File: src/rtl/discrete_meter_pkg.sv
// Shared types and helpers for the audio period meter.
// Provides the FSM state type, sample width and threshold helpers.
package discrete_meter_pkg;

  localparam int SAMPLE_W = 16;

  typedef enum logic {
    IDLE,
    MEASURE
  } meter_state_t;

  // Hysteresis threshold, widened to 17 bit signed so that the
  // full-scale samples compare without overflow.
  function automatic logic signed [SAMPLE_W:0] thr(
    input int  h,
    input logic neg
  );
    logic signed [SAMPLE_W:0] t;
    t = $signed({1'b0, h[SAMPLE_W-1:0]});
    return neg ? -t : t;
  endfunction

  function automatic logic signed [SAMPLE_W:0] sext(
    input logic signed [SAMPLE_W-1:0] s
  );
    return $signed({s[SAMPLE_W-1], s});
  endfunction

endpackage

File: src/rtl/audio_period_meter_schmitt_trigger.sv
// Hysteresis comparator: en, in -> level (registered), rise/fall
// (combinational pulses on the sample that flips level).
module schmitt_trigger
  import discrete_meter_pkg::*;
#(
  parameter int HYST = 1024
) (
  input  logic                       clk,
  input  logic                       reset_n,
  input  logic                       en,
  input  logic signed [SAMPLE_W-1:0] in,
  output logic                       level,
  output logic                       rise,
  output logic                       fall
);

  logic level_q;
  logic level_d;
  logic signed [SAMPLE_W:0] in_x;

  always_comb begin
    in_x    = sext(in);
    rise    = en && !level_q && (in_x > thr(HYST, 1'b0));
    fall    = en && level_q && (in_x < thr(HYST, 1'b1));
    level_d = level_q;
    if (rise) level_d = 1'b1;
    else if (fall) level_d = 1'b0;
  end

  always_ff @(posedge clk or negedge reset_n) begin
    if (!reset_n) level_q <= 1'b0;
    else          level_q <= level_d;
  end

  assign level = level_q;

endmodule

File: src/rtl/audio_period_meter.sv
// Measures period and high time of a signed audio stream in samples.
// Ports: clk, reset_n, audio_clk_en, in -> period, high_time, valid, timeout, level.
module audio_period_meter
  import discrete_meter_pkg::*;
#(
  parameter int MAX_PERIOD = 65535,
  parameter int HYST       = 1024
) (
  input  logic                       clk,
  input  logic                       reset_n,
  input  logic                       audio_clk_en,
  input  logic signed [SAMPLE_W-1:0] in,
  output logic [15:0]                period,
  output logic [15:0]                high_time,
  output logic                       valid,
  output logic                       timeout,
  output logic                       level
);

  localparam logic [15:0] MAX_P = MAX_PERIOD[15:0];

  logic         rise;
  logic         fall;

  meter_state_t state_q, state_d;
  logic [15:0]  cnt_q, cnt_d;
  logic [15:0]  hi_lat_q, hi_lat_d;
  logic         fell_q, fell_d;
  logic [15:0]  period_q, period_d;
  logic [15:0]  high_q, high_d;
  logic         valid_q, valid_d;
  logic         timeout_q, timeout_d;

  schmitt_trigger #(
    .HYST (HYST)
  ) u_schmitt (
    .clk     (clk),
    .reset_n (reset_n),
    .en      (audio_clk_en),
    .in      (in),
    .level   (level),
    .rise    (rise),
    .fall    (fall)
  );

  always_comb begin
    state_d   = state_q;
    cnt_d     = cnt_q;
    hi_lat_d  = hi_lat_q;
    fell_d    = fell_q;
    period_d  = period_q;
    high_d    = high_q;
    valid_d   = 1'b0;
    timeout_d = timeout_q;
    if (audio_clk_en) begin
      if (rise)                cnt_d = 16'd1;
      else if (cnt_q != MAX_P) cnt_d = cnt_q + 16'd1;
      // fell_q tracks whether hi_lat belongs to the current cycle
      if (fall) begin
        hi_lat_d = cnt_q;
        fell_d   = 1'b1;
      end
      if (rise) fell_d = 1'b0;
      unique case (state_q)
        IDLE: begin
          if (rise) state_d = MEASURE;
        end
        MEASURE: begin
          // an edge on the saturating sample beats the timeout
          if (rise) begin
            period_d  = cnt_q;
            high_d    = fell_q ? hi_lat_q : cnt_q;
            valid_d   = 1'b1;
            timeout_d = 1'b0;
          end else if (cnt_q == MAX_P) begin
            period_d  = 16'd0;
            high_d    = 16'd0;
            timeout_d = 1'b1;
            state_d   = IDLE;
          end
        end
        default: state_d = IDLE;
      endcase
    end
  end

  always_ff @(posedge clk or negedge reset_n) begin
    if (!reset_n) begin
      state_q   <= IDLE;
      cnt_q     <= 16'd0;
      hi_lat_q  <= 16'd0;
      fell_q    <= 1'b0;
      period_q  <= 16'd0;
      high_q    <= 16'd0;
      valid_q   <= 1'b0;
      timeout_q <= 1'b0;
    end else begin
      state_q   <= state_d;
      cnt_q     <= cnt_d;
      hi_lat_q  <= hi_lat_d;
      fell_q    <= fell_d;
      period_q  <= period_d;
      high_q    <= high_d;
      valid_q   <= valid_d;
      timeout_q <= timeout_d;
    end
  end

  assign period    = period_q;
  assign high_time = high_q;
  assign valid     = valid_q;
  assign timeout   = timeout_q;

endmodule

File: config.mk
export PLATFORM = sky130hd
export DESIGN_NAME = audio_period_meter
export DESIGN_NICKNAME = d
export VERILOG_FILES = /design/src/rtl/discrete_meter_pkg.sv /design/src/rtl/audio_period_meter_schmitt_trigger.sv /design/src/rtl/audio_period_meter.sv
export SDC_FILE = /design/constraint.sdc
export NUM_CORES = 1
export LEC_CHECK = 0
export ABC_AREA = 1
export CAP_MARGIN = 20
export CORE_ASPECT_RATIO = 0.6
export CORE_MARGIN = 2
export CORE_UTILIZATION = 58
export CTS_CLUSTER_DIAMETER = 80
export DETAILED_ROUTE_END_ITERATION = 10
export GPL_TIMING_DRIVEN = 0
export PLACE_DENSITY_LB_ADDON = 0.05
export SYNTH_ARGS = -nofsm -noshare
export SYNTH_HDL_FRONTEND = slang
export SYNTH_HIERARCHICAL = 1
export SYNTH_SLANG_ARGS = --single-unit
File: constraint.sdc
create_clock -name clk -period 3.1 [get_ports clk]
set_input_delay 0.62 -clock clk [delete_from_list [all_inputs] [get_ports clk]]
set_output_delay 0.62 -clock clk [all_outputs]
set_load 0.005 [all_outputs]
## Word level (Yosys, flattened, before mapping)

Index checks and enable logic that the tools add are counted.

| cells by class | value |
|---|---|
| multiplexer cells | 18 |
| $add $sub $neg | 1 |
| bitwise gates (word level) | 1 |
| reduce and logical (&&, ||, !) cells | 12 |
| order comparisons | 2 |
| equal/unequal tests | 2 |

Operators with widths:

| kind | number |
|---|---|
| $mux W16 | 6 |
| $add A16 B1 Y16 const B | 1 |
| $eq A16 B16 Y1 const B | 1 |
| $gt A16 B12 Y1 const B | 1 |
| $lt A16 B11 Y1 const B | 1 |
| $ne A16 B16 Y1 const B | 1 |
| $mux W1 | 11 |
| $reduce_and A2 Y1 | 3 |
| $reduce_bool A2 Y1 | 3 |
| $logic_and A1 B1 Y1 | 4 |
| $reduce_and A3 Y1 | 1 |
| $pmux W1 S2 | 1 |
| $logic_not A1 Y1 | 1 |
| $not A1 Y1 | 1 |

| word-level totals | value |
|---|---|
| register bits after elaboration | 69 |
| logic and storage cells | 45 |
| output and inout bits | 35 |
| input bits | 19 |

## Longest topological paths before layout

Gate-level depths: netlist of run 1.

| logic depth | value |
|---|---|
| depth after elaboration | 6 |
| gate-level depth with buffers | 14 |

## Cells and area by module

The synthesis of run 1 kept the hierarchy.

Modules (own cells, without submodules):

| module | area an instance (sq um) | times used | cells each |
|---|---|---|---|
| audio_period_meter | 3265.6 | 1 | 411 |
| schmitt_trigger | 161.4 | 1 | 31 |

## Worst setup path after synthesis of run 1

No wires, ideal clock.

| path | value |
|---|---|
| path type | input port to flip-flop |
| from | in in[15] |
| to | reg high_q[13] (netlist: high_time[13]) |
| cell stages on the path | 11 |
| slack | 1142 ps |
| setup time | 66 ps |
| data required time | 3034 ps |
| arrival | 1892 ps |
| cells stage by stage | nor3b_1 nand2_1 clkinv_1 nand2_2 inv_1 clkbuf_1 inv_1 clkbuf_1 a211oi_1 nand2_1 nand2_1 |

| between the ends | value |
|---|---|
| cells in the longest elaborated chain, start to end | 4 |
| elaborated cells on any way between the ends | 5 |

Ends and longest elaborated chain:

| item | line | text |
|---|---|---|
| start: declaration | audio_period_meter.sv:12 | `input logic signed [SAMPLE_W-1:0] in,` |
| $gt A16 B12 Y1 * | audio_period_meter_schmitt_trigger.sv:23 | `rise = en && !level_q && (in_x > thr(HYST, 1'b0));` |
| $logic_and A1 B1 Y1 * | audio_period_meter_schmitt_trigger.sv:23 |  |
| via rise | audio_period_meter.sv:22 | `logic rise;` |
| $reduce_bool A2 Y1 (no line) | n/a |  |
| $reduce_and A3 Y1 (no line) | n/a |  |
| end signal: assignment | audio_period_meter.sv:103 | `high_q <= high_d;` |
| end: declaration | audio_period_meter.sv:30 | `logic [15:0] high_q, high_d;` |

Mark *: on every way through the listed nets, which the timed path passes. The rest lies on a longest branch.
A chain may end at the register's enable or synchronous reset.

## Worst setup path after layout of run 1

| path | value |
|---|---|
| from | in audio_clk_en |
| to | reg high_q[12] (netlist: high_time[12]) |

| between the ends | value |
|---|---|
| cells in the longest elaborated chain, start to end | 4 |
| elaborated cells on any way between the ends | 5 |

Ends and longest elaborated chain:

| item | line | text |
|---|---|---|
| start: declaration | audio_period_meter.sv:11 | `input logic audio_clk_en,` |
| $logic_and A1 B1 Y1 * (2 in a row) | audio_period_meter_schmitt_trigger.sv:23 |  |
| via rise | audio_period_meter.sv:22 |  |
| $reduce_bool A2 Y1 (no line) | n/a |  |
| $reduce_and A3 Y1 (no line) | n/a |  |

Marked as above.

==> results of run 1 <==
state kept, by name, summed over array words and instances (netlist names):
signal / flops
u_schmitt/level: 1
high_time: 16
hi_lat_q: 16
state_q: 1
timeout: 1
fell_q: 1
valid: 1
cnt_q: 16
period: 16
logic make-up after synthesis:
family,synth area share [%]
flops,50.38
buf+inv,6.243
xor+xnor,0.5112
fa+ha+maj,0.3650
simple gates,34.47
compound gates,8.032
cell usage in the layout, fill, tap and decap left out:
master and instances:
sky130_fd_sc_hd__buf_1 1, sky130_fd_sc_hd__dfrtp_1 69, sky130_fd_sc_hd__nand4_1 6, sky130_fd_sc_hd__buf_2 6, sky130_fd_sc_hd__clkinv_1 2, sky130_fd_sc_hd__nand2_2 6, sky130_fd_sc_hd__clkdlybuf4s50_1 52, sky130_fd_sc_hd__clkinvlp_4 1
sky130_fd_sc_hd__inv_1 27, sky130_fd_sc_hd__nand2_1 155, sky130_fd_sc_hd__nand3_2 1, sky130_fd_sc_hd__nand3_4 1, sky130_fd_sc_hd__inv_6 1, sky130_fd_sc_hd__xor2_1 2, sky130_fd_sc_hd__ha_1 1, sky130_fd_sc_hd__nand3_1 53
sky130_fd_sc_hd__nand2_4 1, sky130_fd_sc_hd__clkbuf_1 12, sky130_fd_sc_hd__bufinv_16 2, sky130_fd_sc_hd__nor2_2 3, sky130_fd_sc_hd__nor2_4 3, sky130_fd_sc_hd__nor3b_1 1, sky130_fd_sc_hd__clkinv_2 2, sky130_fd_sc_hd__clkbuf_8 9
sky130_fd_sc_hd__o21ai_1 1, sky130_fd_sc_hd__nor2_1 41, sky130_fd_sc_hd__inv_2 1, sky130_fd_sc_hd__o21bai_1 1, sky130_fd_sc_hd__o21ai_0 29, sky130_fd_sc_hd__buf_6 1, sky130_fd_sc_hd__a211oi_1 15, sky130_fd_sc_hd__or2_2 1
sky130_fd_sc_hd__buf_4 3, sky130_fd_sc_hd__a21oi_1 1
critical path, cell delays in order:
cell	delay, ps
sky130_fd_sc_hd__clkdlybuf4s50_1	520
sky130_fd_sc_hd__nor3b_1	210
sky130_fd_sc_hd__nand2_1	80
sky130_fd_sc_hd__clkinv_1	50
sky130_fd_sc_hd__nand2_2	60
sky130_fd_sc_hd__inv_1	60
sky130_fd_sc_hd__clkbuf_1	350
sky130_fd_sc_hd__inv_1	200
sky130_fd_sc_hd__buf_1	280
sky130_fd_sc_hd__a211oi_1	470
sky130_fd_sc_hd__nand2_1	120
sky130_fd_sc_hd__nand2_1	70
final timing paths:
check | to | depth (start not counted) | start
max | high_time[12] | 12 | audio_clk_en
min | hi_lat_q[2] | 1 | reset_n
max reg2reg | high_time[12] | 11 | u_schmitt/level
min reg2reg | hi_lat_q[1] | 2 | hi_lat_q[1]
max in group asynchronous | hi_lat_q[5] | 1 | reset_n
min in group clk | hi_lat_q[1] | 2 | hi_lat_q[1]
per-stage QoR:
stage | cells | setup WS, ps | util, % | TNS [ps] | total power, mW
after global routing | 591 | 184.5 | 75.57 | 0 | 3.067
after CTS | 591 | 387.4 | 75.57 | 0 | 2.873
after detailed placement | 575 | 3.236 | 71.78 | 0 | 2.079
final | 591 | 304.8 | 75.57 | 0 | 2.870
after global placement | 575 | -887.5 | 71.83 | -60970 | 2.039
after floorplan | 442 | 1142 | - | 0 | 1.675
layer usage:
layer	vias to the layer above	track usage, %
met3	14	8.213
met5	-	0
met1	1504	43.14
met2	111	42.05
met4	0	8.388
li1	1557	-
power groups by stage:
| stage | clock, mW | sequential [mW] | combinational (mW) |
|---|---|---|---|
| after global routing | 0.861 | 1.27 | 0.932 |
| after global placement | 0 | 1.25 | 0.791 |
| after floorplan | 0 | 1.24 | 0.435 |
| after CTS | 0.807 | 1.24 | 0.822 |
| final | 0.798 | 1.25 | 0.823 |
| after detailed placement | 0 | 1.26 | 0.818 |
cell type report:
cell class	instances	area, µm²
Clock inverter	6	86.33
Tap cell	80	100.1
Clock buffer	10	127.6
Inverter	30	112.6
Buffer	21	101.3
Multi-Input combinational cell	322	1486
Sequential cell	69	1727
Timing Repair Buffer	53	528.0
Fill cell	448	1380
==> results.txt, run 1 <==
The longest clock path from root to sink contains 2 buffers. The DRC violations left was 0. At the pin with the least slew margin, the transition time is 849.1 ps. Cell internal power was estimated by the tool at 1.931 mW. The tools report the post-synthesis instance area as 3427 µm².

Setup violations remaining at the end of the flow were counted as 0. The share of synthesized registers carrying an async set or reset was 100.0%; the overall global routing resource usage was 29.23%. The detailed router put a total of 4009 µm of wire on met1.

Setup slack of the most critical reg-to-reg path: 690 ps. The total leakage power came out at 2.031 nW. In the final design database the tool counted 526 nets. The count of hold-fix buffers inserted at cts is 0. From bottom edge to top edge, the die measures 63.54 µm. The main flop type after synthesis is sky130_fd_sc_hd__dfrtp_1.

The count of routing violations after the opening detailed-route iteration came out at 256. The synthesized design devotes to its leading area cell type 50.38% of total area. Hold timing on the final database bottoms out at a slack of 374.1 ps. The boundary pin count is 54. The leading cell type by number of instances after synthesis is sky130_fd_sc_hd__nand2_1.

The share of total power consumed by net switching is 32.74%, and the finished layout cell area is 4269 µm². The tools report the final count of pins violating max slew as 0. TritonCTS built the clock tree.

The count of maximum capacitance violations is 0, and the first-pass detailed-route iteration total is 5. For the met3 layer wire length in the routed design, the log shows 607 µm. The tools report the post-synthesis net count as 462. The type of the setup path with the least slack is in -> reg. For the finished layout, the period the worst path requires is 2795 ps. The run gives 0 as the quantity of gates resized following cts.

After clock tree synthesis, the setup repair step added 0 buffers. After synthesis, the most frequently instantiated cells are 155 x sky130_fd_sc_hd__nand2_1, 69 x sky130_fd_sc_hd__dfrtp_1, 53 x sky130_fd_sc_hd__nand3_1, 41 x sky130_fd_sc_hd__nor2_1, 29 x sky130_fd_sc_hd__o21ai_0. The maximum frequency from static timing analysis is 0.3578 GHz.

sky130_fd_sc_hd__dfrtp_1 takes more of the synthesized area than any other cell. For the worst setup path, the data arrival time is 3090 ps. Headroom to the max-slew limit came out at 43.40%. Buffers placed on the I/O ports in this run total 53. The logs give 3053 for the via count of the first global-routing pass and 43.5% for the proportion of power drawn by flip-flops and latches. In this run, CTS created clock tree buffers numbering 9. The sink count of the clock tree was 69. The count of endpoints failing hold in the final timing report is 0, and the post-place instance area is 4055 µm². The fraction of the yosys area taken by sequential cells was 50.38%; the detail-routed via count per cell was 5.391. The netlist uses 28 different library cells. The tools report the clock tree root buffer cell as sky130_fd_sc_hd__clkbuf_8.

The number of cells produced by synthesis is 442, and the final cycle utilization of the critical path is 90.17%. The combinational fraction of design power came out at 28.7%. The required time at the worst-slack endpoint was 3400 ps; the number of antenna cells inserted was 0. Detailed routing placed a total of 3635 µm of wire on met2.

Relative to the synthesized area, the layout overhead comes to 24.57%. The die covers 6560 µm². The worst setup path is launched from a primary input. Clock-pin slew was measured on the worst setup and hold paths at 70 ps. The tools report the final global-route overflow total as 0. The synthesis-stage register bit count was 69. The first global-routing pass estimated 14410 µm of wire. The count of flip-flops with a built-in enable after synthesis is 0. Setup repair after global routing left no endpoint under its margin.

The maximum clock skew at final layout came out at 9.572 ps. The largest net degree at the start of global routing was 70. The run finished with clean final reports. A synthesized cell averages 7.753 µm². The number of nets with antenna violations after routing was 0; the power share of the clock group was 27.8%. The die is 103.2 µm wide. The kind of end point of the critical path is a register. The path class of the tightest hold or removal check is in -> async. The starting density of the core was 60.66%; the half-perimeter wire length of the detailed placement result was 6250 µm. The highest layer touched by signal routing is met4. The number of antenna violations at the first check in global routing is 0, and the maximum fanout encountered on the critical timing path is 10. Final routed wire length divided by cell count: 14.16 µm. The Yosys step of the flow raised 6 warnings. Dividing total power by cell area gives a power density of 672.3 nW/µm².

Clock latency on the worst-skew pair, taken at its later pin, is 360 ps. For this design the total switching power over the nets is 0.9397 mW. For this block, the routed nets add up to 8370 µm of wire. The routed layout has 3186 vias.

For the weighted congestion reported at the end of routability-driven placement, the log shows 0.9180. Of the cells placed in the final design, the portion with a size suffix greater than 1 is 8.219%. In this run the standard cell core region covers 5649 µm². Row generation in the floorplan step produced 21 rows. The H-tree was split into 3 levels. VDD sags by at most 447.6 µV. Sorting the synthesized cells by area gives the leading types as sky130_fd_sc_hd__dfrtp_1 50%, sky130_fd_sc_hd__nand2_1 17%, sky130_fd_sc_hd__nand3_1 7.7%, sky130_fd_sc_hd__nor2_1 4.5%, sky130_fd_sc_hd__o21ai_0 4.2%.
Note: power is estimated with default switching activity, not from simulation.
==> inputs of run 2 (changes only) <==
--- a/config.mk
+++ b/config.mk
@@ -12,7 +12,6 @@
 export CORE_UTILIZATION = 58
 export CTS_CLUSTER_DIAMETER = 80
 export DETAILED_ROUTE_END_ITERATION = 10
-export GPL_TIMING_DRIVEN = 0
 export PLACE_DENSITY_LB_ADDON = 0.05
 export SYNTH_ARGS = -nofsm -noshare
 export SYNTH_HDL_FRONTEND = slang
==> results.txt, run 2 (synthesized netlist as in run 1, its figures left out) <==
For the boundary pin count, the log shows 54. After detailed routing, the total wire length is 8426 µm. TritonCTS created 9 clock buffers. The relative area change from synthesis to final layout was 22.96%; the count of maximum capacitance violations was 0. The run gives 729 µm as the met3 layer wire length in the routed design.

The final routed wire length divided by cell count came out at 14.63 µm. The kind of path behind the tightest hold check was in -> async. IR analysis of the VDD net gives a maximum drop of 525.1 µV. The HPWL after detailed placement is 6007 µm. After clock tree synthesis, the clock-pin slew on the worst setup and hold paths is 70 ps. The logs give 0 for the final count of pins violating max slew and 0 for the final global-route overflow total.

Capture point of the worst reg-to-reg path: high_time[11]. The setup check on the worst reg-to-reg path leaves a slack of 770 ps. After the last flow step, the layout net total stands at 511.

For the deepest level of the CTS H-tree, the log shows 3. The worst register-to-register path has a depth of 9. The tools report the kind of end point of the critical path as a register. For this design, the sink count on the clock tree is 69.

The highest layer touched by signal routing is met4. The count of routing violations after the opening detailed-route iteration was 281. In this run the tightest slew margin relative to its limit is 39.79%. 0 antenna diodes ended up in the layout.

Setup violations remaining at the end of the flow were counted as 0. The tools report the finished layout cell area as 4214 µm². TritonCTS built the clock tree. The run gives 0 as the DRC violations left.

Type of origin of the critical path: a primary input. After layout, the worst path uses 76.01% of the clock period. The clock arrives with 3.739 ps of skew.

The tools report the required time at the worst-slack endpoint as 3330 ps. For this design the ratio of total power to cell area is 659.1 nW/µm². For this configuration, the core starts out at a cell density of 60.66%. The number of post-CTS setup repair buffers came out at 0. The tools report the via count of the first global-routing pass as 2871. The die covers 6560 µm². The logs give 3158 for the via count and 28.83% for the overall global routing resource usage. Startpoint of the worst-slack reg-to-reg timing path: cnt_q[1].

The logs give 3774 µm for the length of routed wiring on met1 and 0.9226 for the weighted congestion reported at the end of routability-driven placement. Overall die height: 63.54 µm. The run gives 5649 µm² as the placeable core region. The flow ran to the end, and the final reports show no timing, DRC or antenna violations. Static timing analysis puts the maximum clock frequency at 0.4244 GHz. The post-route netlist has 7.661% of its cells at a drive strength greater than 1.

In this run the clock root is driven by a sky130_fd_sc_hd__clkbuf_8. The count of nets left with antenna violations once routing finished came out at 0. Summing all placed instances gives a cell area of 4021 µm². The total leakage power is 2.006 nW, and the transition time of the tightest slew-check pin is 902.2 ps. Setup repair after global routing left no endpoint under its margin.

Die span in x: 103.2 µm. The worst setup path is of the in -> reg kind. Dividing the detail-routed via count by the number of cells gives 5.483. The count of port buffers added during placement works out to 53.

Setup total negative slack on the finished layout was measured at 0 ps. The first global-routing pass estimated 14190 µm of wire. For the worst-skew pair, the clock arrives at the later sink with an insertion delay of 340 ps.

The tools report the total number of placement rows as 21. Of all nets on the critical path, the largest fanout is 23. The routed length on met2 is 3851 µm, and the quantity of gates resized following cts is 0. Leaving out fill and tap cells, the most frequent cell in the layout is sky130_fd_sc_hd__nand2_1.

The minimum clock period is 2356 ps. In this run, post-CTS hold repair placed 0 buffers. Largest buffer count on any clock path: 2.

The count of endpoints failing hold in the final timing report is 0, and the number of antenna violations at the first check in global routing is 0. The top cell types in the final layout, fill and taps aside, are 155 x sky130_fd_sc_hd__nand2_1, 69 x sky130_fd_sc_hd__dfrtp_1, 53 x sky130_fd_sc_hd__nand3_1. Entering global routing, the biggest net connects 41 pins.

The critical path arrival is 2580 ps, and the first-pass detailed-route iteration total is 6.
-- run 2: cell count changes in the layout (fill, tap and decap cells not counted), sizes merged --
cell	before	now
inv	29	28
clkbuf	21	12
buf	11	7
bufinv	2	1
-- run 2: power by group --
| group | switching, mW | internal [mW] | leakage (nW) |
|---|---|---|---|
| sequential | 0.175 | 1.10 | 0.931 |
| combinational | 0.413 | 0.376 | 0.979 |
| clock | 0.324 | 0.391 | 0.0964 |
| total | 0.912 | 1.87 | 2.01 |
-- run 2: through the flow --
| stage | hold WS [ps] | power (mW) | cells | util, % | worst slack (ps) |
|---|---|---|---|---|---|
| 4_1_cts | 345.2 | 2.787 | 576 | 74.60 | 786.3 |
| 3_5_place_dp | 468.8 | 2.068 | 560 | 71.18 | 423.2 |
| 6_report | 335.9 | 2.777 | 576 | 74.60 | 743.7 |
| 5_1_grt | 385.4 | 2.954 | 576 | 74.60 | 550.4 |
| 2_1_floorplan | 324.4 | 1.675 | 442 | - | 1142 |
| 3_3_place_gp | 467.9 | 2.021 | 560 | 71.18 | 512.2 |
-- run 2: worst max-delay path by stage --
stage,from,endpoint,slack [ps]
2_1_floorplan,in[15],high_time[13],1140
3_3_place_gp,in[10],cnt_q[6],510
3_5_place_dp,in[13],cnt_q[6],420
4_1_cts,in[13],cnt_q[6],790
5_1_grt,in[13],cnt_q[6],550
6_report,in[13],cnt_q[6],740
-- run 2: cell type report --
class                           count  area, µm²
Clock buffer                       12      145.1
Clock inverter                      4      47.55
Fill cell                         457       1435
Inverter                           30      112.6
Multi-Input combinational cell    322       1486
Sequential cell                    69       1727
Tap cell                           80      100.1
Timing Repair Buffer               59      595.6
-- run 2: worst max-delay path, stage by stage --
cell and delay [ps]:
sky130_fd_sc_hd__clkdlybuf4s50_1 450, sky130_fd_sc_hd__nor2_2 150, sky130_fd_sc_hd__nand2_1 60, sky130_fd_sc_hd__nor2_1 90, sky130_fd_sc_hd__nand2_1 70, sky130_fd_sc_hd__nand2_2 70
sky130_fd_sc_hd__inv_1 140, sky130_fd_sc_hd__inv_1 270, sky130_fd_sc_hd__nand2_1 110, sky130_fd_sc_hd__nand2_2 300, sky130_fd_sc_hd__inv_1 120, sky130_fd_sc_hd__nand2_1 80
sky130_fd_sc_hd__nand2_1 50
-- run 2: metal layers --
layer / vias up / track usage [%]
li1: 1524 / -
met1: 1487 / 42.80
met2: 137 / 42.29
met3: 10 / 6.659
met4: 0 / 8.224
met5: - / 0
==> inputs of run 3 (changes only) <==
--- a/config.mk
+++ b/config.mk
@@ -9,7 +9,7 @@
 export CAP_MARGIN = 20
 export CORE_ASPECT_RATIO = 0.6
 export CORE_MARGIN = 2
-export CORE_UTILIZATION = 58
+export CORE_UTILIZATION = 54
 export CTS_CLUSTER_DIAMETER = 80
 export DETAILED_ROUTE_END_ITERATION = 10
 export PLACE_DENSITY_LB_ADDON = 0.05
==> constraint.sdc (replaced) <==
create_clock -name clk -period 2.45 [get_ports clk]
set_input_delay 0.49 -clock clk [delete_from_list [all_inputs] [get_ports clk]]
set_output_delay 0.49 -clock clk [all_outputs]
set_load 0.005 [all_outputs]
==> results.txt, run 3 (synthesized netlist as in run 1, its figures left out) <==
Count of routing violations after the opening detailed-route iteration: 229. The first global-routing pass estimated 14160 µm of wire. The critical path in this run is classified as reg -> reg.

In this run, placement finished with an instance count of 571. Detailed routing placed a total of 510 µm of wire on met3. Static timing analysis puts the maximum clock frequency at 0.4585 GHz. Counting every sink on the clock net gives 69. For the pin with the worst max-slew slack, the measured transition is 801.5 ps. STA classifies the critical path endpoint as a register. Power spread over the standard cell area amounts to 853.8 nW/µm². The run finished with clean final reports. TritonCTS built the clock tree.

Counting the buffers created by CTS gives 9. For this run, the detailed router's first-pass iteration total came to 5. The count of maximum capacitance violations was 0; the weighted congestion reported at the end of routability-driven placement was 0.8893.

Type of origin of the critical path: a register. The total power of the final layout was 3.681 mW. The run gives 2947 as the via count of the first global-routing pass. The die span in x works out to 106.8 µm. Clock latency on the worst-skew pair, taken at its later pin, is 340 ps. The tools report the fill cell total of the finished layout as 513. Count of port buffers added during placement: 53. After detailed routing, the number of remaining DRC violations is 0. The quantity of gates resized following cts was 0; the maximum vdd ir drop was 559.4 µV. The minimum clock period came out at 2181 ps. Headroom to the max-slew limit came out at 46.51%. The layout cell share with drive strength beyond 1 was 9.344%; the final cycle utilization of the critical path was 89.02%.

Overall die height: 65.71 µm. The count of endpoints failing hold in the final timing report was 0. The worst hold path belongs to the class in -> async. Summed over all cells, the static leakage comes to 2.060 nW. The tools report the placeable core region as 6111 µm².

The die area was 7020 µm². The run gives 0 as the number of post-CTS setup repair buffers. The logs give 2 for the largest buffer count on any clock path and 4.073 ps for the maximum clock skew at final layout. For the worst setup path, the data arrival time is 2420 ps. The routed design has 8069 µm of wire. The boundary pin count was 54; the starting density of the core was 56.08%. The repair_antennas step left the layout with diodes totalling 0. The finished layout cell area was 4312 µm²; the via count was 3080.

The deepest level of the CTS H-tree was 3; the total number of placement rows was 22. The highest routed metal layer was met4. In the global route stage, overall resource usage came out at 26.21%. The routed length on met2 is 3540 µm.

Entering global routing, the biggest net connects 44 pins. Of all nets on the critical path, the largest fanout is 24. Number of antenna violations at the first check in global routing: 0. The final layout contains 518 nets. In this run the clock root is driven by a sky130_fd_sc_hd__clkbuf_8.

At the worst endpoint, the required time is 2690 ps. Final count of pins violating max slew: 0. The relative area change from synthesis to final layout works out to 25.81%.

Number of nets with antenna violations after routing: 0. The library cells used most frequently in the layout, excluding fill and tap cells, are 155 x sky130_fd_sc_hd__nand2_1, 69 x sky130_fd_sc_hd__dfrtp_1, 53 x sky130_fd_sc_hd__nand3_1. Setup repair after global routing left no endpoint under its margin.

After clock tree synthesis, the flow added hold-fix buffers numbering 0. After legalization and detailed placement, the total HPWL measured 5837 µm. In the final routed layout, each cell accounts on average for 13.75 µm. After clock tree synthesis, the clock-pin slew on the worst setup and hold paths is 70 ps. The detail-routed via count per cell came out at 5.247. The logs give 3923 µm for the length of routed wiring on met1 and 4079 µm² for the post-place instance area.

The logs give 0 for the final setup violation count and 0 ps for the accumulated negative setup slack. The count of cells in the finished layout, fillers not included, comes to 587. For this run the aggregate overflow at the end of global routing stands at 0.

Commonest non-fill, non-tap cell in the layout: sky130_fd_sc_hd__nand2_1.
==> run 3: changes by cell type in the layout (fill, tap and decap cells not counted) <==
cell | before | now
sky130_fd_sc_hd__bufinv_16 | 1 | 2
sky130_fd_sc_hd__clkbuf_8 | 10 | 11
sky130_fd_sc_hd__buf_4 | 4 | 11
sky130_fd_sc_hd__clkinv_2 | 2 | 1
sky130_fd_sc_hd__clkbuf_1 | 2 | 0
sky130_fd_sc_hd__inv_6 | 0 | 1
==> run 3: area by class of cell <==
cell class	count	area, µm²	area share (%)
multi-input combinational	322	1486	34.47
inverter	30	112.6	2.612
sequential	69	1727	40.05
timing repair buffer	66	648.1	15.03
clock buffer	11	151.4	3.511
clock inverter	5	81.33	1.886
tap	84	105.1	2.438
==> run 3: worst max-delay path: stages, from the launching register on <==
cell and delay [ps]:
sky130_fd_sc_hd__dfrtp_1 480, sky130_fd_sc_hd__ha_1 260, sky130_fd_sc_hd__nand2_2 110, sky130_fd_sc_hd__nor2_4 180, sky130_fd_sc_hd__nand2_2 110, sky130_fd_sc_hd__nor2_4 180, sky130_fd_sc_hd__nand3_4 300, sky130_fd_sc_hd__buf_4 300
sky130_fd_sc_hd__nand3_1 90, sky130_fd_sc_hd__nand2_1 60
==> run 3: final timing paths <==
path / start / to / slack, ps / cells after the start
min in group clk: hi_lat_q[8] / hi_lat_q[8] / 490 / 2
setup reg to reg: cnt_q[0] / period[1] / 270 / 9
hold reg to reg: hi_lat_q[8] / hi_lat_q[8] / 490 / 2
max in group asynchronous: reset_n / cnt_q[1] / 1620 / 2
setup / recovery: cnt_q[0] / period[1] / 270 / 9
hold / removal: reset_n / u_schmitt/level / 170 / 1
==> run 3: layer usage <==
metal / track usage (%) / up-vias
met5: 0 / -
met4: 7.305 / 0
met3: 6.250 / 11
met2: 39.65 / 101
met1: 37.90 / 1428
li1: - / 1540
==> run 3: report_power, final <==
part | internal (mW) | switching (mW)
registers | 1.39 | 0.186
clock network | 0.630 | 0.432
logic | 0.502 | 0.541
total | 2.52 | 1.16
==> run 3: metrics by stage <==
| stage | worst slack, ps | utilization [%] | hold WS (ps) |
|---|---|---|---|
| finish | 268.9 | 70.56 | 167.7 |
| detailed placement | 89.98 | 66.75 | 473.7 |
| global route | 96.79 | 70.56 | 219.2 |
| global placement | 113.0 | 66.75 | 467.2 |
| CTS | 286.4 | 70.56 | 189.6 |
| floorplan | 622.4 | - | 194.4 |
